$ cat src/rtl/iir_stim_gen.sv
// iir_stim_gen: LFSR/ramp/walking-one stimulus source with per-vector hold and MISR response compaction
module iir_stim_gen #(
    parameter int                     WIDTH     = 32,
    parameter int                     LANES     = 4,
    parameter logic [WIDTH/LANES-1:0] LFSR_POLY = 8'hB8,
    parameter logic [WIDTH/LANES-1:0] SEED      = 8'h01,
    parameter logic [WIDTH-1:0]       MISR_POLY = 32'h8020_0003,
    parameter int                     CNT_W     = 16
) (
    input  logic             clk,
    input  logic             rst,
    input  logic             start,
    input  logic             stop,
    input  logic [1:0]       mode,
    input  logic [7:0]       hold_cycles,
    input  logic [CNT_W-1:0] num_vectors,
    output logic [WIDTH-1:0] in_data,
    output logic             vec_strobe,
    input  logic [WIDTH-1:0] dut_out,
    output logic [WIDTH-1:0] signature,
    output logic [CNT_W-1:0] vec_idx,
    output logic             busy,
    output logic             done
);
    localparam int LANE_W = WIDTH / LANES;
    typedef enum logic [1:0] {IDLE, RUN, DONE} state_t;
    state_t state_q, state_d;
    logic [1:0] mode_q, mode_d;
    logic [7:0] hold_q, hold_d, cnt_q, cnt_d;
    logic [CNT_W-1:0] num_q, num_d, idx_q, idx_d;
    logic [WIDTH-1:0] data_q, data_d, sig_q, sig_d, next_vec, lfsr_vec, init_vec;
    logic [LANE_W-1:0] lane;
    logic strobe_q, strobe_d, cap, last;
    always_comb begin
        lfsr_vec = '0;
        lane = '0;
        for (int i = 0; i < LANES; i++) begin
            lane = data_q[i*LANE_W +: LANE_W];
            lfsr_vec[i*LANE_W +: LANE_W] = lane == '0 ? LANE_W'(1) : {lane[LANE_W-2:0], ^(lane & LFSR_POLY)};
        end
    end
    assign next_vec = mode_q == 2'd0 ? lfsr_vec :
                      mode_q == 2'd1 ? data_q + 1'b1 :
                      mode_q == 2'd2 ? {data_q[WIDTH-2:0], data_q[WIDTH-1]} : data_q;
    assign init_vec = mode == 2'd1 ? '0 : mode == 2'd2 ? WIDTH'(1) : {LANES{SEED}};
    assign cap  = cnt_q == hold_q - 8'd1;
    assign last = num_q != '0 && idx_q == num_q - 1'b1;
    always_comb begin
        state_d  = state_q;
        mode_d   = mode_q;
        hold_d   = hold_q;
        num_d    = num_q;
        cnt_d    = cnt_q;
        idx_d    = idx_q;
        data_d   = data_q;
        sig_d    = sig_q;
        strobe_d = 1'b0;
        if (state_q == RUN) begin
            if (stop) begin
                state_d = IDLE;
            end else begin
                cnt_d = cap ? '0 : cnt_q + 8'd1;
                if (cap) begin
                    sig_d = {sig_q[WIDTH-2:0], ^(sig_q & MISR_POLY)} ^ dut_out;
                    if (last) begin
                        state_d = DONE;
                    end else begin
                        data_d   = next_vec;
                        idx_d    = idx_q + 1'b1;
                        strobe_d = 1'b1;
                    end
                end
            end
        end else if (stop) begin
            state_d = IDLE;
        end else if (start) begin
            state_d  = RUN;
            mode_d   = mode;
            hold_d   = hold_cycles == 8'd0 ? 8'd1 : hold_cycles;
            num_d    = num_vectors;
            cnt_d    = '0;
            idx_d    = '0;
            sig_d    = '0;
            data_d   = init_vec;
            strobe_d = 1'b1;
        end
    end
    always_ff @(posedge clk) begin
        if (rst) begin
            state_q  <= IDLE;
            mode_q   <= '0;
            hold_q   <= 8'd1;
            num_q    <= '0;
            cnt_q    <= '0;
            idx_q    <= '0;
            data_q   <= '0;
            sig_q    <= '0;
            strobe_q <= 1'b0;
        end else begin
            state_q  <= state_d;
            mode_q   <= mode_d;
            hold_q   <= hold_d;
            num_q    <= num_d;
            cnt_q    <= cnt_d;
            idx_q    <= idx_d;
            data_q   <= data_d;
            sig_q    <= sig_d;
            strobe_q <= strobe_d;
        end
    end
    assign in_data    = data_q;
    assign signature  = sig_q;
    assign vec_idx    = idx_q;
    assign vec_strobe = strobe_q;
    assign busy       = state_q == RUN;
    assign done       = state_q == DONE;
endmodule

$ cat config.mk
export PLATFORM = sky130hd
export DESIGN_NAME = iir_stim_gen
export DESIGN_NICKNAME = d
export VERILOG_FILES = /design/src/rtl/iir_stim_gen.sv
export SDC_FILE = /design/constraint.sdc
export NUM_CORES = 1
export LEC_CHECK = 0
export BUFFER_PORTS_ARGS = -buffer_cell sky130_fd_sc_hd__clkbuf_2
export CORE_ASPECT_RATIO = 1.75
export CORE_MARGIN = 2
export CORE_UTILIZATION = 50
export CTS_BUF_LIST = sky130_fd_sc_hd__clkbuf_16
export CTS_CLUSTER_SIZE = 30
export DETAILED_ROUTE_END_ITERATION = 10
export GPL_ROUTABILITY_DRIVEN = 0
export PLACE_DENSITY = 0.72
export SLEW_MARGIN = 20
export SYNTH_ARGS = -nofsm -noshare
export SYNTH_HDL_FRONTEND = slang
export SYNTH_SLANG_ARGS = --single-unit
$ cat constraint.sdc
create_clock -name clk -period 6.35 [get_ports clk]
set_clock_uncertainty 0.15 [all_clocks]
set_input_delay 0.3175 -clock clk [delete_from_list [all_inputs] [get_ports clk]]
set_output_delay 0.3175 -clock clk [all_outputs]
set_load 0.05 [all_outputs]
# == Yosys cells after proc, flatten, opt, wreduce, memory -nomap -nowiden ==
# Index checks and enable logic that the tools add are counted.
# W data, S select, Z words.
# op_classes
addsub,5
eq_ne,13
muxes,44
bitwise_logic,3
reduce_logical,21
# ops
operator,count
$mux W32,14
$mux W16,6
$mux W8,10
$mux W25,2
$logic_not A8 Y1,5
$add A32 B1 Y32 const B,1
$reduce_xor A32 Y1,1
$reduce_xor A8 Y1,4
$xor A32 B32 Y32,1
$add A16 B1 Y16 const B,1
$eq A16 B16 Y1,1
$reduce_bool A16 Y1,1
$sub A16 B1 Y16 const B,1
$mux W2,6
$reduce_and A3 Y1,3
$add A8 B1 Y8 const B,1
$eq A8 B8 Y1,1
$sub A8 B1 Y8 const B,1
$eq A2 B1 Y1 const B,3
$eq A2 B2 Y1 const B,3
$mux W1,6
$ne A3 B2 Y1 const B,2
$reduce_and A5 Y1,1
$ne A4 B1 Y1 const B,1
9 further kinds,10
# word_totals
ff_bits,117
in_bits,62
output_inout_bits,83
wordCells,95

# == Logic depth before layout (Yosys ltp) ==
# Gate-level depths: netlist of the first run.
# logic_depth
word_depth,8
ltp_mapped,13

# == Least setup slack after synthesis of the first run ==
# No wires, ideal clock.
# synth_timing
path_type,reg-to-reg
start,"reg data_q[3], in the netlist in_data[3]"
end,"reg data_q[25], in the netlist in_data[25]"
t_arrival_ns,2.732
slack_ns,3.334
stages_incl_launch_ff,10
path_buffers,1
cell_sequence,dfxtp_1 clkbuf_1 and4_1 nand4_1 or4_1 o21ai_0 nand2_1 xnor2_1 a22oi_1 o32ai_1
# synth_via
elab_chain_len,7
# synth_lines
item,line_no,source
start: declaration,31,"logic [WIDTH-1:0] data_q, data_d, sig_q, sig_d, next_vec, lfsr_vec, init_vec;"
start signal: assignment,106,data_q <= data_d;
$add A32 B1 Y32,43,mode_q == 2'd1 ? data_q + 1'b1 :
$mux W32,43,
$mux W32,42,assign next_vec = mode_q == 2'd0 ? lfsr_vec :
$mux W32,65,if (last) begin
$mux W32,63,if (cap) begin
$mux W32,59,if (stop) begin
$mux W32,58,if (state_q == RUN) begin
# Every way passes these cells. The select of a mux whose other input is x is not followed.
# A chain may end at the register's enable or synchronous reset.

# == Worst setup path after layout of the first run ==
# layout_timing
start,reg num_q[0]
end,"reg data_q[9], in the netlist in_data[9]"
# layout_via
elab_chain_len,5
# layout_lines
item,line_no,source
start: declaration,30,"logic [CNT_W-1:0] num_q, num_d, idx_q, idx_d;"
start signal: assignment,103,num_q <= num_d;
$sub A16 B1 Y16,47,assign last = num_q != '0 && idx_q == num_q - 1'b1;
$eq A16 B16 Y1,47,
$logic_and A1 B1 Y1 *,47,
$ne A2 B2 Y1 (no line) *,--,
$reduce_and A5 Y1 (no line) *,--,
# Mark *: on every way between the ends. The rest lies on a longest branch, timed or not.

==> metrics.md, run 1 <==
| Metric | Value |
|---|---|
| Placement Cell Area | 7740 µm² |
| RSZ-0062 raised after global routing | no |
| Row count | 57 |
| Setup bufs post-CTS | 0 |
| Fillers | around 1300 |
| Synth area leaders | dfxtp_1, xnor2_1, a21oi_1 |
| Synth warnings | 0 |
| Pleak | 3.22 nW |
| Worst skew pair latency | 0.42 ns |
| Initial drt markers | 305 |
| Clock tree sinks | 117 |
| Fraction of registers with async set/reset | 0 |
| Gr ovfl total | 0 |
| Worst-path clk slew | 0.05 ns |
| Slowest-stage cell, CP | and4_1 |
| Boundary Pins | 145 |
| Detailed Routing Iterations Pass 1 | 4 |
| FMAX | 288 MHz |
| PwrDens | 239 nW/µm² |
| Area growth syn-to-layout | 21.7% |
| Final Max Slew Viols | 0 |
| Synthesis-stage register bit count | 117 |
| Final setup violating endpoints | 0 |
| Yosys top cell area share | 0.334 |
| Status | finished clean |
| Syn Std Cell Area | 7020 µm² |
| Number of buffer and inverter stages on the critical path | 2 |
| Peak VDD IR | between 0.15 and 0.2 mV |
| Die Y | 161 µm |
| Syn Area/Cell | 7.68 µm² |
| Worst-Margin Slew | between 0.9 and 1 ns |
| Final cell count without fillers | between 1000 and 1500 |
| Initial core utilization | 0.507 |
| Register area share after synthesis | 0.334 |
| Tmin final | about 3.5 ns |
| Antenna viol nets, final | 0 |
| Antenna violations before repair | 0 |
| CTS root buffer | clkbuf_16 |
| Placed cells | 1178 |
| First-pass GRT wire length | 31500 µm |
| Layout cell share with drive strength beyond 1 | 0.190 |
| Crit path DAT | 3.60 ns |
| Core Box Area | 13800 µm² |
| Largest net degree at the start of global routing | between 60 and 70 |
| Die width | just over 90 µm |
| Most used flip-flop cell after synthesis | dfxtp_1 |
| Post-synthesis net count | 993 |
| FF-to-FF Start | num_q[0]$_SDFFE_PP0P_ |
| Crit path cell chain | inv_1, ha_1, nor3b_4, nand4_1, or4bb_1, o211ai_1, and4_1, nor3_4, buf_4, a31oi_1, a211oi_1 |
| Setup TNS | 0 ns |
| WS Path Type | flop to flop |
| Slew HR | 0.381 |
| Final period util | 0.548 |
| H-tree level count | 4 |
| Hpwl dp | 13800 µm |
| Hold_ws | 0.0126 ns |
| N_diodes | 0 |
| CP Data Required Time | 6.47 ns |
| # DRC | 0 |
| Hold Path Origin | num_vectors[5] |
| Tot GR Track Use | 0.260 |
| Via/cell ratio | 5.70 |
| Number of global-route vias before repair | between 6000 and 7000 |
| Kind of cell adding the most delay to the critical path | simple AND/OR/NAND/NOR gates |
| Max_cap viols | 0 |
| Cts bufs inserted | 17 |
| I/O Buffers | roughly 140 |
| TritonCTS clock tree | yes |
| Startpoint types | flop |
| Bufs on Longest Clock Path | 2 |
| Crit path from | num_q[0]$_SDFFE_PP0P_ |
| Final Hold Viols | 0 |
| Post-synthesis cell count | 914 |
| Final net count | 1119 |
| Hold Crit Class | input port to flop |
| Worst-path fanout max | 46 |
| Drt total wl | 19700 µm |
| Vias | 7015 |
| Wire per inst | ~16 µm |
| Final instance area | around 8500 µm² |
| Die area | 15000 µm² |
| Synth area leader | dfxtp_1 |
| CTS resizes | 0 |
| Synth unique cells | 71 |
| Post-synth EDFFs | 0 |
| Critical Path Sink Type | flop |
| Crit path largest cell delay | ~0.63 ns |
[worst reg2reg max path, cell delays in order (launching register included)]
cell      delay, ns
dfxtp_1        0.37
inv_1          0.08
ha_1           0.18
nor3b_4        0.40
nand4_1        0.22
or4bb_1        0.52
o211ai_1       0.08
and4_1         0.63
nor3_4         0.07
buf_4          0.30
a31oi_1        0.27
a211oi_1       0.07
[placed cells by master (no fill, tap or decap), types with 4 or more instances in the layout]
cell type | netlist | routed
nor2_1 | 90 | 89
o21ai_0 | 28 | 28
o31ai_1 | 4 | 4
o211ai_1 | 7 | 7
clkbuf_2 | 1 | 143
or3_1 | 5 | 5
a311oi_1 | 4 | 4
o21ai_1 | 5 | 5
inv_1 | 29 | 33
nand2_1 | 108 | 108
or2_2 | 4 | 4
clkbuf_16 | 0 | 17
nor2b_1 | 4 | 4
a211oi_1 | 20 | 20
nor4_1 | 16 | 16
xor2_1 | 21 | 21
and3_1 | 9 | 9
a21oi_1 | 100 | 100
or4_1 | 5 | 5
a31oi_1 | 10 | 9
nand3b_1 | 4 | 4
mux2i_1 | 7 | 7
and4_1 | 7 | 7
nand4_1 | 15 | 15
nand3_1 | 37 | 37
xnor2_1 | 73 | 73
nor3_1 | 44 | 44
ha_1 | 17 | 17
buf_4 | 1 | 10
dfxtp_1 | 117 | 117
and2_1 | 4 | 4
dlygate4sd3_1 | 0 | 20
[final timing paths]
path,depth (start not counted),endpoint,slack [ns]
max,11,in_data[9]$_SDFFE_PP0P_,2.87
max reg2reg,11,in_data[9]$_SDFFE_PP0P_,2.87
min reg2reg,2,hold_q[7]$_SDFFE_PP0P_,0.33
min,3,num_q[5]$_SDFFE_PP0P_,0.01
[layer usage]
metal	vias to the layer above	track usage	share of wire
li1	3480	-	-
met1	3292	0.287	0.39
met2	199	0.476	0.53
met3	44	0.0539	0.043
met4	0	0.105	0.033
met5	-	0	0
[sequential cells by signal, indices dropped and copies added (netlist names)]
name        flops
in_data        32
state_q         2
vec_strobe      1
cnt_q           8
num_q          16
mode_q          2
vec_idx        16
signature      32
hold_q          8
[through the flow]
stage          worst slack (ns)  utilization  power, mW
2_1_floorplan              3.33            -       1.00
3_3_place_gp               2.98        0.560       1.08
3_5_place_dp               2.89        0.560       1.08
4_1_cts                    2.89        0.617       2.05
5_1_grt                    2.53        0.617       2.11
6_report                   2.87        0.617       2.04
[cell usage after synthesis (all sizes together) (3+ instances only)]
library cell	count
ha	17
xnor2	73
o32ai	3
nor2	90
a311oi	4
nand2b	3
a31oi	10
and2	4
or3	5
o21bai	3
inv	29
xor2	21
o31ai	4
and3	9
or2	5
and4	7
o211ai	7
clkbuf	48
buf	18
mux2i	7
a211oi	20
o21ai	33
a221oi	3
or4	5
nand4	15
nor2b	4
dfxtp	117
nor4b	3
nand2	108
nor4	18
nor3b	5
nor3	47
nand3	37
nand3b	4
a21oi	100
[kinds of logic after synthesis]
family / share of synthesized area
AOI/OAI and AO/OA: 0.185
xor gates and xnor gates: 0.117
adders and majority gates: 0.0303
buffers and inverters: 0.0594
DFF: 0.334
muxes: 0.0116
and+or+nand+nor: 0.263
[power by group]
part / internal, mW / leakage [nW] / switching, mW
Combinational: 0.110 / 1.98 / 0.177
Sequential: 0.753 / 0.948 / 0.0350
Clock: 0.612 / 0.294 / 0.349
[final cells by class]
| type | instances | area (µm²) | share of cell area |
|---|---|---|---|
| clock inverters | 15 | 168 | 0.0196 |
| multi-input cells | 702 | 4280 | 0.501 |
| flip-flops and latches | 117 | 2340 | 0.274 |
| clock buffers | 17 | 425 | 0.0498 |
| inverters | 29 | 109 | 0.0127 |
| repair buffers | 173 | 991 | 0.116 |
| well taps | 177 | 221 | 0.0259 |
[timing repair]
item,4_1_cts,5_1_grt
endpoints found under the setup margin,0,0
hold buffers,20,0
endpoints found under the hold margin,20,0
(Power assumes the default switching activity.)
==> inputs of run 2 (changes only) <==
--- a/config.mk
+++ b/config.mk
@@ -5,6 +5,7 @@
 export SDC_FILE = /design/constraint.sdc
 export NUM_CORES = 1
 export LEC_CHECK = 0
+export ABC_AREA = 1
 export BUFFER_PORTS_ARGS = -buffer_cell sky130_fd_sc_hd__clkbuf_2
 export CORE_ASPECT_RATIO = 1.75
 export CORE_MARGIN = 2
@@ -13,7 +14,7 @@
 export CTS_CLUSTER_SIZE = 30
 export DETAILED_ROUTE_END_ITERATION = 10
 export GPL_ROUTABILITY_DRIVEN = 0
-export PLACE_DENSITY = 0.72
+export PLACE_DENSITY = 0.71
 export SLEW_MARGIN = 20
 export SYNTH_ARGS = -nofsm -noshare
 export SYNTH_HDL_FRONTEND = slang
==> constraint.sdc (replaced) <==
create_clock -name clk -period 3.3 [get_ports clk]
set_clock_uncertainty 0.15 [all_clocks]
set_input_delay 0.165 -clock clk [delete_from_list [all_inputs] [get_ports clk]]
set_output_delay 0.165 -clock clk [all_outputs]
set_load 0.05 [all_outputs]
==> run 2 against run 1 <==
Via count increased by 28%. Clock power increased by 100%. Power increased by 120%. Critical path depth increased by 1. Utilization increased by 2.8 points. Largest power group unchanged. First-iteration DRC count increased by 67%.
==> metrics.md, run 2 <==
| Metric | Value |
|---|---|
| Status | finished clean (unchanged) |
| Hold path depth | 4 (was 3) |
| Pleak | 4.53 nW (was 3.22 nW) |
| Synth warnings | 0 (unchanged) |
| Hpwl dp | 17900 µm (was 13800 µm) |
| Most instantiated cells after synthesis | nand2_1, nor2_1, inv_1, dfxtp_1, a21oi_1 (was dfxtp_1, nand2_1, a21oi_1, nor2_1, xnor2_1) |
| Antenna violations before repair | 0 (unchanged) |
| Core Box Area | 15300 µm² (was 13800 µm²) |
| Worst-Margin Slew | 1.10 ns (was 0.920 ns) |
| Final Max Slew Viols | 0 (unchanged) |
| Via/cell ratio | 5.48 (was 5.70) |
| Peak VDD IR | 0.312 mV (was 0.174 mV) |
| Crit path DAT | 3.13 ns (was 3.60 ns) |
| Syn Std Cell Area | 7810 µm² (was 7020 µm²) |
| Syn Area/Cell | 6.24 µm² (was 7.68 µm²) |
| First-pass GRT wire length | 41200 µm (was 31500 µm) |
| Area growth syn-to-layout | 26.6% (was 21.7%) |
| Row count | 60 (was 57) |
| Synth area leader | dfxtp_1 (unchanged) |
| N_diodes | 0 (unchanged) |
| Synthesis-stage register bit count | 117 (unchanged) |
| Reg-to-reg slack, setup | 0.36 ns (was 2.87 ns) |
| Final period util | 0.892 (was 0.548) |
| Vias | 8985 (was 7015) |
| Final net count | 1521 (was 1119) |
| Final Hold Viols | 0 (unchanged) |
| Register area share after synthesis | 0.300 (was 0.334) |
| Post-synthesis cell count | 1251 (was 914) |
| Count leader, synth | nand2_1 (was dfxtp_1) |
| Final cell count without fillers | 1641 (was 1230) |
| Antenna viol nets, final | 0 (unchanged) |
| Post-synthesis net count | 1330 (was 993) |
| Wire per inst | 15.7 µm (was 16.0 µm) |
| Synth unique cells | 41 (was 71) |
| Most used flip-flop cell after synthesis | dfxtp_1 (unchanged) |
| Final setup violating endpoints | 0 (unchanged) |
| Yosys top cell area share | 0.300 (was 0.334) |
| Die width | 98.5 µm (was 93.5 µm) |
| Die Y | 169 µm (was 161 µm) |
| I/O Buffers | 144 (unchanged) |
| Worst Hold Path EP | signature[0]$_SDFFE_PP0P_ (was num_q[5]$_SDFFE_PP0P_) |
| Drt total wl | 25800 µm (was 19700 µm) |
| Post-synth EDFFs | 0 (unchanged) |
| Die area | 16700 µm² (was 15000 µm²) |
| Most common cell after layout, fill and taps aside | nand2_1 (was clkbuf_2) |
| H-tree level count | 4 (unchanged) |
| Placed cells | 1550 (was 1178) |
| Hold Path Origin | dut_out[0] (was num_vectors[5]) |
| Fraction of registers with async set/reset | 0 (unchanged) |
| Layout cell share with drive strength beyond 1 | 0.169 (was 0.190) |
| FMAX | 340 MHz (was 288 MHz) |
| Hold Crit Class | input port to flop (unchanged) |
| PwrDens | 462 nW/µm² (was 239 nW/µm²) |
| Worst skew pair latency | 0.41 ns (was 0.42 ns) |
| Crit path cell chain | inv_1, ha_1, nand3_1, inv_1, nand3_1, a21oi_1, nor2_1, nand4_1, nand2_2, inv_1, nand2_1, nor2_1 (was inv_1, ha_1, nor3b_4, nand4_1, or4bb_1, o211ai_1, and4_1, nor3_4, buf_4, a31oi_1, a211oi_1) |
| Boundary Pins | 145 (unchanged) |
| Worst-path clk slew | 0.06 ns (was 0.05 ns) |
| Number of buffer and inverter stages on the critical path | 3 (was 2) |
| # DRC | 0 (unchanged) |
| Tmin final | 2.94 ns (was 3.48 ns) |
| Setup bufs post-CTS | 0 (unchanged) |
| Tot GR Track Use | 0.308 (was 0.260) |
| Worst-path fanout max | 32 (was 46) |
| Gr ovfl total | 0 (unchanged) |
| Cts bufs inserted | 17 (unchanged) |
| Slew HR | 0.267 (was 0.381) |
| WS Path Type | flop to flop (unchanged) |
| Largest net degree at the start of global routing | 50 (was 66) |
| CTS root buffer | clkbuf_16 (unchanged) |
| Bufs on Longest Clock Path | 2 (unchanged) |
| Number of global-route vias before repair | 8543 (was 6452) |
| Max_cap viols | 0 (unchanged) |
| TritonCTS clock tree | yes (unchanged) |
| Initial drt markers | 509 (was 305) |
| RR Endpoint | cnt_q[6]$_SDFFE_PP0P_ (was in_data[9]$_SDFFE_PP0P_) |
| Detailed Routing Iterations Pass 1 | 5 (was 4) |
| RSZ-0062 raised after global routing | no (unchanged) |
| Setup TNS | 0 ns (unchanged) |
| Crit path largest cell delay | 0.79 ns (was 0.63 ns) |
| CP Data Required Time | 3.48 ns (was 6.47 ns) |
| Kind of cell adding the most delay to the critical path | buffers and inverters (was simple AND/OR/NAND/NOR gates) |
| Most frequent cells in the layout | nand2_1, nor2_1, clkbuf_2, inv_1, dfxtp_1 (was clkbuf_2, dfxtp_1, nand2_1, a21oi_1, nor2_1) |
| Synth area leaders | dfxtp_1, nand2_1, nor2_1 (was dfxtp_1, xnor2_1, a21oi_1) |
| Slowest-stage cell, CP | inv_1 (was and4_1) |
| Most frequent CP cell | inv_1 |
| R2r worst-path depth | 12 (was 11) |
| Critical Path Sink Type | flop (unchanged) |
| Clock tree sinks | 117 (unchanged) |
| Startpoint types | flop (unchanged) |
| Initial core utilization | 0.510 (was 0.507) |
| FF-to-FF Start | hold_q[0]$_SDFFE_PP1P_ (was num_q[0]$_SDFFE_PP0P_) |
## run 2: how the worst max path moves through the flow
stage	from	to	slack, ns	cells after the start
after floorplan	in_data[0]$_SDFFE_PP0P_	in_data[18]$_SDFFE_PP0P_	0.86	12
after global placement	hold_q[0]$_SDFFE_PP1P_	cnt_q[7]$_SDFFE_PP0P_	0.46	12
after detailed placement	hold_q[0]$_SDFFE_PP1P_	cnt_q[6]$_SDFFE_PP0P_	0.36	12
after CTS	hold_q[0]$_SDFFE_PP1P_	cnt_q[6]$_SDFFE_PP0P_	0.33	14
after global routing	hold_q[0]$_SDFFE_PP1P_	cnt_q[6]$_SDFFE_PP0P_	0.02	14
final	hold_q[0]$_SDFFE_PP1P_	cnt_q[6]$_SDFFE_PP0P_	0.36	12
## run 2: worst register-to-register path: cells and delay by family (launching register included)
family,cells,cell delay [ns]
buffers and inverters,3,1.03
and+or+nand+nor,7,0.98
DFF,1,0.31
AOI/OAI and AO/OA,1,0.16
adders and majority gates,1,0.25
## run 2: kinds of logic after synthesis
group | share of synthesized area
buf+inv | 0.0896
fa+ha+maj | 0.0272
xor+xnor | 0.0650
compound gates | 0.139
flops | 0.300
simple gates | 0.379
## run 2: layout make-up
| cell class | count | area (µm²) |
|---|---|---|
| Clock buffer | 17 | 425 |
| Clock inverter | 15 | 188 |
| Fill cell | 1431 | 5430 |
| Inverter | 122 | 458 |
| Multi-Input combinational cell | 960 | 4770 |
| Sequential cell | 117 | 2340 |
| Tap cell | 186 | 233 |
| Timing Repair Buffer | 224 | 1470 |
## run 2: where the power goes
group	internal, mW	switching [mW]	total [mW]
Clock	1.25	0.701	1.96
Combinational	0.338	0.674	1.01
Sequential	1.49	0.108	1.60
## run 2: repair_timing
action / in CTS / in global routing
endpoints found under the hold margin: 59 / 0
hold buffers: 59 / 0
gates resized for setup: 0 / 0
## run 2: through the flow
step                       util  setup slack, ns  hold WS [ns]  area [µm²]  total power, mW
after floorplan               -            0.860         0.118        7810             2.32
after global placement    0.567            0.459         0.204        8680             2.56
after detailed placement  0.567            0.364         0.205        8680             2.57
after CTS                 0.646            0.325        0.0558        9890             4.58
after global routing      0.646           0.0227        0.0803        9890             4.76
final                     0.646            0.355        0.0669        9890             4.57
## run 2: routing by layer
metal | up-vias | share of wire | GRT usage | wire [µm]
li1 | 4440 | - | - | -
met1 | 4083 | 0.37 | 0.322 | 9420
met2 | 346 | 0.53 | 0.560 | 13600
met3 | 116 | 0.048 | 0.0470 | 1240
met4 | 0 | 0.059 | 0.202 | 1520
met5 | - | 0 | 0 | 0
